$ cat src/rtl/chacha_pkg.sv
// Shared types and widths for the ChaCha stream feeder.
// Optional block statistics are enabled with CHACHA_FEEDER_STATS_EN.
package chacha_pkg;
  localparam int CHACHA_BLK_W  = 512;
  localparam int CHACHA_WORD_W = 32;
  localparam int CHACHA_WORDS  = 16;

  typedef enum logic [2:0] {
    S_IDLE  = 3'd0,
    S_FILL  = 3'd1,
    S_ISSUE = 3'd2,
    S_WAIT  = 3'd3,
    S_DRAIN = 3'd4
  } state_t;
endpackage

$ cat src/rtl/chacha_word_unpacker.sv
// Holds one 512-bit result block and serializes it as 32-bit
// words over a valid/ready handshake.
module chacha_word_unpacker
  import chacha_pkg::*;
(
  input  logic                    clk,
  input  logic                    reset_n,
  input  logic                    load,
  input  logic [CHACHA_BLK_W-1:0] blk,
  input  logic [3:0]              nlast,
  input  logic                    last_blk,
  output logic                    out_valid,
  output logic [CHACHA_WORD_W-1:0] out_data,
  output logic                    out_last,
  input  logic                    out_ready,
  output logic                    done
);
  logic [CHACHA_BLK_W-1:0] buf_q;
  logic [3:0]              j_q;
  logic                    active_q;
  logic                    at_end;

  assign at_end    = (j_q == nlast);
  assign out_valid = active_q;
  assign out_data  = buf_q[{j_q, 5'b0} +: CHACHA_WORD_W];
  assign out_last  = active_q && last_blk && at_end;
  assign done      = active_q && out_ready && at_end;

  always_ff @(posedge clk or negedge reset_n) begin
    if (!reset_n) begin
      buf_q    <= '0;
      j_q      <= '0;
      active_q <= 1'b0;
    end else if (load) begin
      buf_q    <= blk;
      j_q      <= '0;
      active_q <= 1'b1;
    end else if (active_q && out_ready) begin
      if (at_end) begin
        active_q <= 1'b0;
        j_q      <= '0;
      end else begin
        j_q <= j_q + 4'd1;
      end
    end
  end
endmodule

$ cat src/rtl/chacha_stream_feeder.sv
// Word-serial packer/unpacker around chacha_core with block counter.
// Define CHACHA_FEEDER_STATS_EN to count completed blocks on blk_count.
module chacha_stream_feeder
  import chacha_pkg::*;
#(
  parameter int WORDS_PER_BLK = 16,
  parameter int CTR_W         = 64
) (
  input  logic                    clk,
  input  logic                    reset_n,
  input  logic                    start,
  input  logic [CTR_W-1:0]        ctr_init,
  input  logic                    in_valid,
  input  logic [CHACHA_WORD_W-1:0] in_data,
  input  logic                    in_last,
  output logic                    in_ready,
  output logic                    out_valid,
  output logic [CHACHA_WORD_W-1:0] out_data,
  output logic                    out_last,
  input  logic                    out_ready,
  output logic                    core_init,
  output logic                    core_next,
  output logic [CTR_W-1:0]        core_ctr,
  output logic [CHACHA_BLK_W-1:0] core_data_in,
  input  logic                    core_ready,
  input  logic                    core_valid,
  input  logic [CHACHA_BLK_W-1:0] core_data,
  output logic                    busy,
  output logic [31:0]             blk_count
);
  localparam logic [3:0] LAST_IDX = 4'(WORDS_PER_BLK - 1);

  state_t                  state_q, state_d;
  logic [CTR_W-1:0]        ctr_q;
  logic                    first_q;
  logic [3:0]              idx_q;
  logic [CHACHA_BLK_W-1:0] blk_q;
  logic [3:0]              nlast_q;
  logic                    last_q;
  logic                    load;
  logic                    done;
  logic                    accept;
  logic                    blk_end;

  assign accept       = in_valid && in_ready;
  assign blk_end      = (idx_q == LAST_IDX) || in_last;
  assign core_ctr     = ctr_q;
  assign core_data_in = blk_q;
  assign busy         = (state_q != S_IDLE);

  always_ff @(posedge clk or negedge reset_n) begin
    if (!reset_n) state_q <= S_IDLE;
    else          state_q <= state_d;
  end

  always_comb begin
    state_d   = state_q;
    in_ready  = 1'b0;
    core_init = 1'b0;
    core_next = 1'b0;
    load      = 1'b0;
    unique case (state_q)
      S_IDLE: if (start) state_d = S_FILL;
      S_FILL: begin
        in_ready = 1'b1;
        if (in_valid && blk_end) state_d = S_ISSUE;
      end
      S_ISSUE: if (core_ready) begin
        core_init = first_q;
        core_next = !first_q;
        state_d   = S_WAIT;
      end
      S_WAIT: if (core_valid) begin
        load    = 1'b1;
        state_d = S_DRAIN;
      end
      S_DRAIN: if (done) state_d = last_q ? S_IDLE : S_FILL;
      default: state_d = S_IDLE;
    endcase
  end

  // blk_q is zeroed on every entry to FILL so short blocks pad with 0
  always_ff @(posedge clk or negedge reset_n) begin
    if (!reset_n) begin
      ctr_q   <= '0;
      first_q <= 1'b0;
      idx_q   <= '0;
      blk_q   <= '0;
      nlast_q <= '0;
      last_q  <= 1'b0;
    end else begin
      if (state_q == S_IDLE && start) begin
        ctr_q   <= ctr_init;
        first_q <= 1'b1;
        idx_q   <= '0;
        blk_q   <= '0;
      end
      if (accept) begin
        blk_q[{idx_q, 5'b0} +: CHACHA_WORD_W] <= in_data;
        idx_q <= idx_q + 4'd1;
        if (blk_end) begin
          nlast_q <= idx_q;
          last_q  <= in_last;
        end
      end
      if (state_q == S_ISSUE && core_ready) first_q <= 1'b0;
      if (state_q == S_DRAIN && done) begin
        ctr_q <= ctr_q + CTR_W'(1);
        idx_q <= '0;
        blk_q <= '0;
      end
    end
  end

  chacha_word_unpacker u_unpack (
    .clk      (clk),
    .reset_n  (reset_n),
    .load     (load),
    .blk      (core_data),
    .nlast    (nlast_q),
    .last_blk (last_q),
    .out_valid(out_valid),
    .out_data (out_data),
    .out_last (out_last),
    .out_ready(out_ready),
    .done     (done)
  );

`ifdef CHACHA_FEEDER_STATS_EN
  logic [31:0] cnt_q;
  always_ff @(posedge clk or negedge reset_n) begin
    if (!reset_n)  cnt_q <= '0;
    else if (load) cnt_q <= cnt_q + 32'd1;
  end
  assign blk_count = cnt_q;
`else
  assign blk_count = '0;
`endif
endmodule
$ cat config.mk
export PLATFORM = sky130hd
export DESIGN_NAME = chacha_stream_feeder
export DESIGN_NICKNAME = d
export VERILOG_FILES = /design/src/rtl/chacha_pkg.sv /design/src/rtl/chacha_word_unpacker.sv /design/src/rtl/chacha_stream_feeder.sv
export SDC_FILE = /design/constraint.sdc
export NUM_CORES = 2
export LEC_CHECK = 0
export CAP_MARGIN = 15
export CORE_AREA = 3 3 489 491
export DETAILED_ROUTE_END_ITERATION = 10
export DIE_AREA = 0 0 492 494
export GPL_TIMING_DRIVEN = 0
export MAX_ROUTING_LAYER = met4
export PLACE_DENSITY = 0.43
export SYNTH_ARGS = -nofsm -noshare
export SYNTH_HDL_FRONTEND = slang
export SYNTH_SLANG_ARGS = --single-unit
$ cat constraint.sdc
create_clock -name clk -period 3.7 [get_ports clk]
set_input_delay 0.37 -clock clk [delete_from_list [all_inputs] [get_ports clk]]
set_output_delay 0.37 -clock clk [all_outputs]
set_load 0.02 [all_outputs]
==> run summary <==
The achievable clock frequency came out at 275.3 MHz. The initial standard-cell utilization of the core came out at 20.55%. The hold violation count in the final report came out at 0. The count of maximum capacitance violations is 0. The startpoint kind of the worst setup timing path is a register.

The buffer depth of the longest clock path is 3. TritonCTS built the clock tree. Clock tree synthesis inserted a total of 140 buffers. For this block, the routed nets add up to 314800 um of wire. After routing the design area is 71040 um2. Leaving out fill and tap cells, the most frequent cell in the layout is nand2_1.

The max-slew violation count is 0. Dividing the detail-routed wire length by the instance count gives 32.15 um. The detailed-router iteration count before antenna repair is 6.

The synthesized design contains 1106 register bits. The largest fanout on the critical path is 10. Measured along the y axis, the die boundary spans 494 um. The detail-routed via count per cell is 4.705. The register area share after synthesis is 57.27%. The CTS clock-pin slew for the worst setup and hold paths came out at 0.07 ns.

The clock period could shrink to 3.633 ns. The growth of design area from synthesis to finish came out at 47.00%. In this run the clock root is driven by a clkbuf_16. The H-tree was split into 4 levels. The region available for standard cell placement spans 235200 um2. The number of endpoints failing setup at the final stage is 0. After detailed routing, the number of remaining DRC violations is 0. The global-route wire length before repair came out at 418100 um. The post-route worst hold slack is 0.09166 ns.

The share of cells above drive strength 1 came out at 9.433%. At the pin with the least slew margin, the transition time is 1.269 ns. VDD sags by at most 0.3640 mV. The post-synthesis cell count is 5071.

During placement, the flow inserted port buffers numbering 1197. Synthesis instantiated 67 different standard cells from the library. Across the routed clock network, the largest skew measured is 0.03492 ns.

The leakage dissipation came out at 0.03176 uW. The total die area is 243000 um2. Entering global routing, the biggest net connects 168 pins. The number of warnings printed during yosys synthesis came out at 0. The data arrival time at the worst-slack endpoint is 3.26 ns.

The worst setup path is of the register to primary output kind. The number of clock sinks is 1106. The run finished with clean final reports. Setup repair after global routing could not meet its margin everywhere.

The worst slew margin relative to its limit is 15.37%. In the synthesized netlist the dominant register cell turns out to be dfrtp_1. In this run, the number of DRC markers left after iteration 0 of detailed routing was 3807. The number of antenna violations at the first check in global routing was 66. The top cell types in the final layout, fill and taps aside, are nand2_1, clkdlybuf4s50_1, dfrtp_1.

For this block, the via count after detailed routing is 46070. The later-pin clock latency in the skew report is 0.80 ns. The post-DP HPWL came out at 253900 um. The total global routing track utilization is 25.86%. STA classifies the critical path endpoint as a primary output. The die is 492 um wide. In this run the remaining antenna-violating nets after routing total 0.

The netlist area before placement is 48330 um2. The routability congestion estimate from global placement is 0.9758. The number of global-route vias before repair is 46250. The total overflow reported by the global router is 0. The fraction of the cycle the final worst path needs is 98.19%. The post-layout net count came out at 7117. The proportion of register bits with asynchronous set or reset after synthesis is 100.0%. In this run the cell area measured after placement is 65130 um2. The synthesized area divided by synthesized cell count came out at 9.530 um2. The count of boundary I/O pins came out at 1262.

The floorplan has 178 rows. The number of synthesized flops with an enable pin came out at 0. The data required time at the worst endpoint is 3.33 ns. In this run the power density over the cells is 748.8 nW/um2.

In this run the worst hold path is classified as input pin to register.
flip-flops by register name, summed over array words and instances, names as in the netlist:
register,cells
idx_q,4
core_data_in,512
u_unpack.j_q,4
first_q,1
state_q,3
core_ctr,64
u_unpack.buf_q,512
last_q,1
nlast_q,4
u_unpack.out_valid,1
cells in the mapped netlist, types with 5 or more instances:
| cell | number | share of area [%] |
|---|---|---|
| a22oi_1 | 37 | 0.57 |
| nand2_1 | 2114 | 16 |
| buf_4 | 36 | 0.56 |
| buf_2 | 40 | 0.41 |
| a32o_1 | 224 | 4.6 |
| a22o_1 | 34 | 0.62 |
| o32ai_1 | 5 | 0.091 |
| a311oi_1 | 5 | 0.091 |
| ha_1 | 6 | 0.16 |
| nand4_1 | 21 | 0.27 |
| nand2b_1 | 7 | 0.091 |
| a211oi_1 | 13 | 0.20 |
| a21oi_1 | 126 | 1.3 |
| nor4_1 | 12 | 0.16 |
| o211ai_1 | 23 | 0.36 |
| o21ai_0 | 148 | 1.5 |
| mux2i_1 | 108 | 2.2 |
| or3_1 | 11 | 0.14 |
| mux2_2 | 29 | 0.68 |
| dfrtp_1 | 1106 | 57 |
| nand3_1 | 248 | 2.6 |
| and3_1 | 23 | 0.30 |
| mux4_2 | 64 | 3.0 |
| xnor2_1 | 6 | 0.11 |
| and4_1 | 13 | 0.24 |
| buf_1 | 69 | 0.54 |
| a221oi_1 | 32 | 0.58 |
| nor2_1 | 63 | 0.49 |
| clkbuf_1 | 318 | 2.5 |
| o311ai_0 | 9 | 0.16 |
| nor2b_1 | 5 | 0.065 |
| inv_1 | 14 | 0.11 |
| o22ai_1 | 7 | 0.091 |
| nor3_1 | 34 | 0.35 |
timing repair:
item,in CTS,in global routing
setup endpoints to repair,193,152
hold buffers,2,0
pin swaps,20,1
cloned,0,1
hold endpoints to repair,125,0
resized for setup,320,23
setup buffers,10,1
worst max-delay path: stages, from the launching register on:
cell	delay (ns)
dfrtp_2	0.47
clkbuf_8	0.21
nor2b_1	0.14
clkbuf_4	0.21
clkbuf_8	0.23
a221oi_2	0.29
buf_6	0.22
o21ai_0	0.09
nand2_1	0.20
dlygate4sd2_1	0.37
metal layers:
layer  part of all wire, %  global-route usage [%]  vias up
met2                    51                   45.43     1919
met3                   5.9                   4.803      429
met4                   4.7                   10.77        0
met5                     0                       -        -
met1                    38                   28.72    23600
li1                      -                       -    20130
path summary, 6_finish.rpt:
kind                                      from                  end  slack, ns  cells past startpoint
max in group asynchronous              reset_n  u_unpack.buf_q[435]       0.48                      5
hold / removal                     in_data[20]     core_data_in[52]       0.09                      2
hold reg to reg            u_unpack.buf_q[456]  u_unpack.buf_q[456]       0.47                      2
setup / recovery               u_unpack.j_q[2]         out_data[24]       0.07                      9
min in group asynchronous              reset_n    core_data_in[363]       0.14                      2
setup reg to reg                      idx_q[1]     core_data_in[41]       0.17                      8
logic make-up (layout without fill, tap and decap cells):
kind of cell / Yosys count / count (layout) / synth area share [%]
AO/OA/AOI/OAI: 683 / 683 / 10.58
XOR/XNOR: 8 / 8 / 0.1450
adder cells (fa/ha/maj): 6 / 6 / 0.1553
buffers and inverters: 477 / 1969 / 4.088
flip-flops: 1106 / 1106 / 57.27
multiplexers: 201 / 201 / 5.895
other: 1 / 81 / 0.007760
AND/OR/NAND/NOR: 2589 / 2589 / 21.86
where the power goes:
part	internal (uW)	switching [uW]
Combinational	7550	13700
Clock	8130	5910
Sequential	15300	2620
through the flow:
stage / std cells / util, % / setup slack [ns] / setup TNS [ns] / total power (uW)
after floorplan: 5102 / - / 1.246 / 0 / 26600
after global placement: 9449 / 27.37 / -52.19 / - / 37900
after detailed placement: 9491 / 27.69 / -1.524 / -111.12 / 38330
after CTS: 9742 / 30.12 / -0.08260 / -0.3438 / 53800
after global routing: 9786 / 30.20 / -0.01993 / -0.02938 / 55640
final: 9793 / 30.21 / 0.06694 / 0 / 53200
area by class of cell:
class                           count  area [um2]
Timing Repair Buffer             1253       12900
Fill cell                       24830      164100
Tap cell                         3150        3941
Clock buffer                      195        3953
Buffer                            461        2361
Multi-Input combinational cell   3519       19410
Clock inverter                     46       611.8
Antenna cell                       49       122.6
Inverter                           14       52.55
Sequential cell                  1106       27680
(Power assumes the default switching activity.)
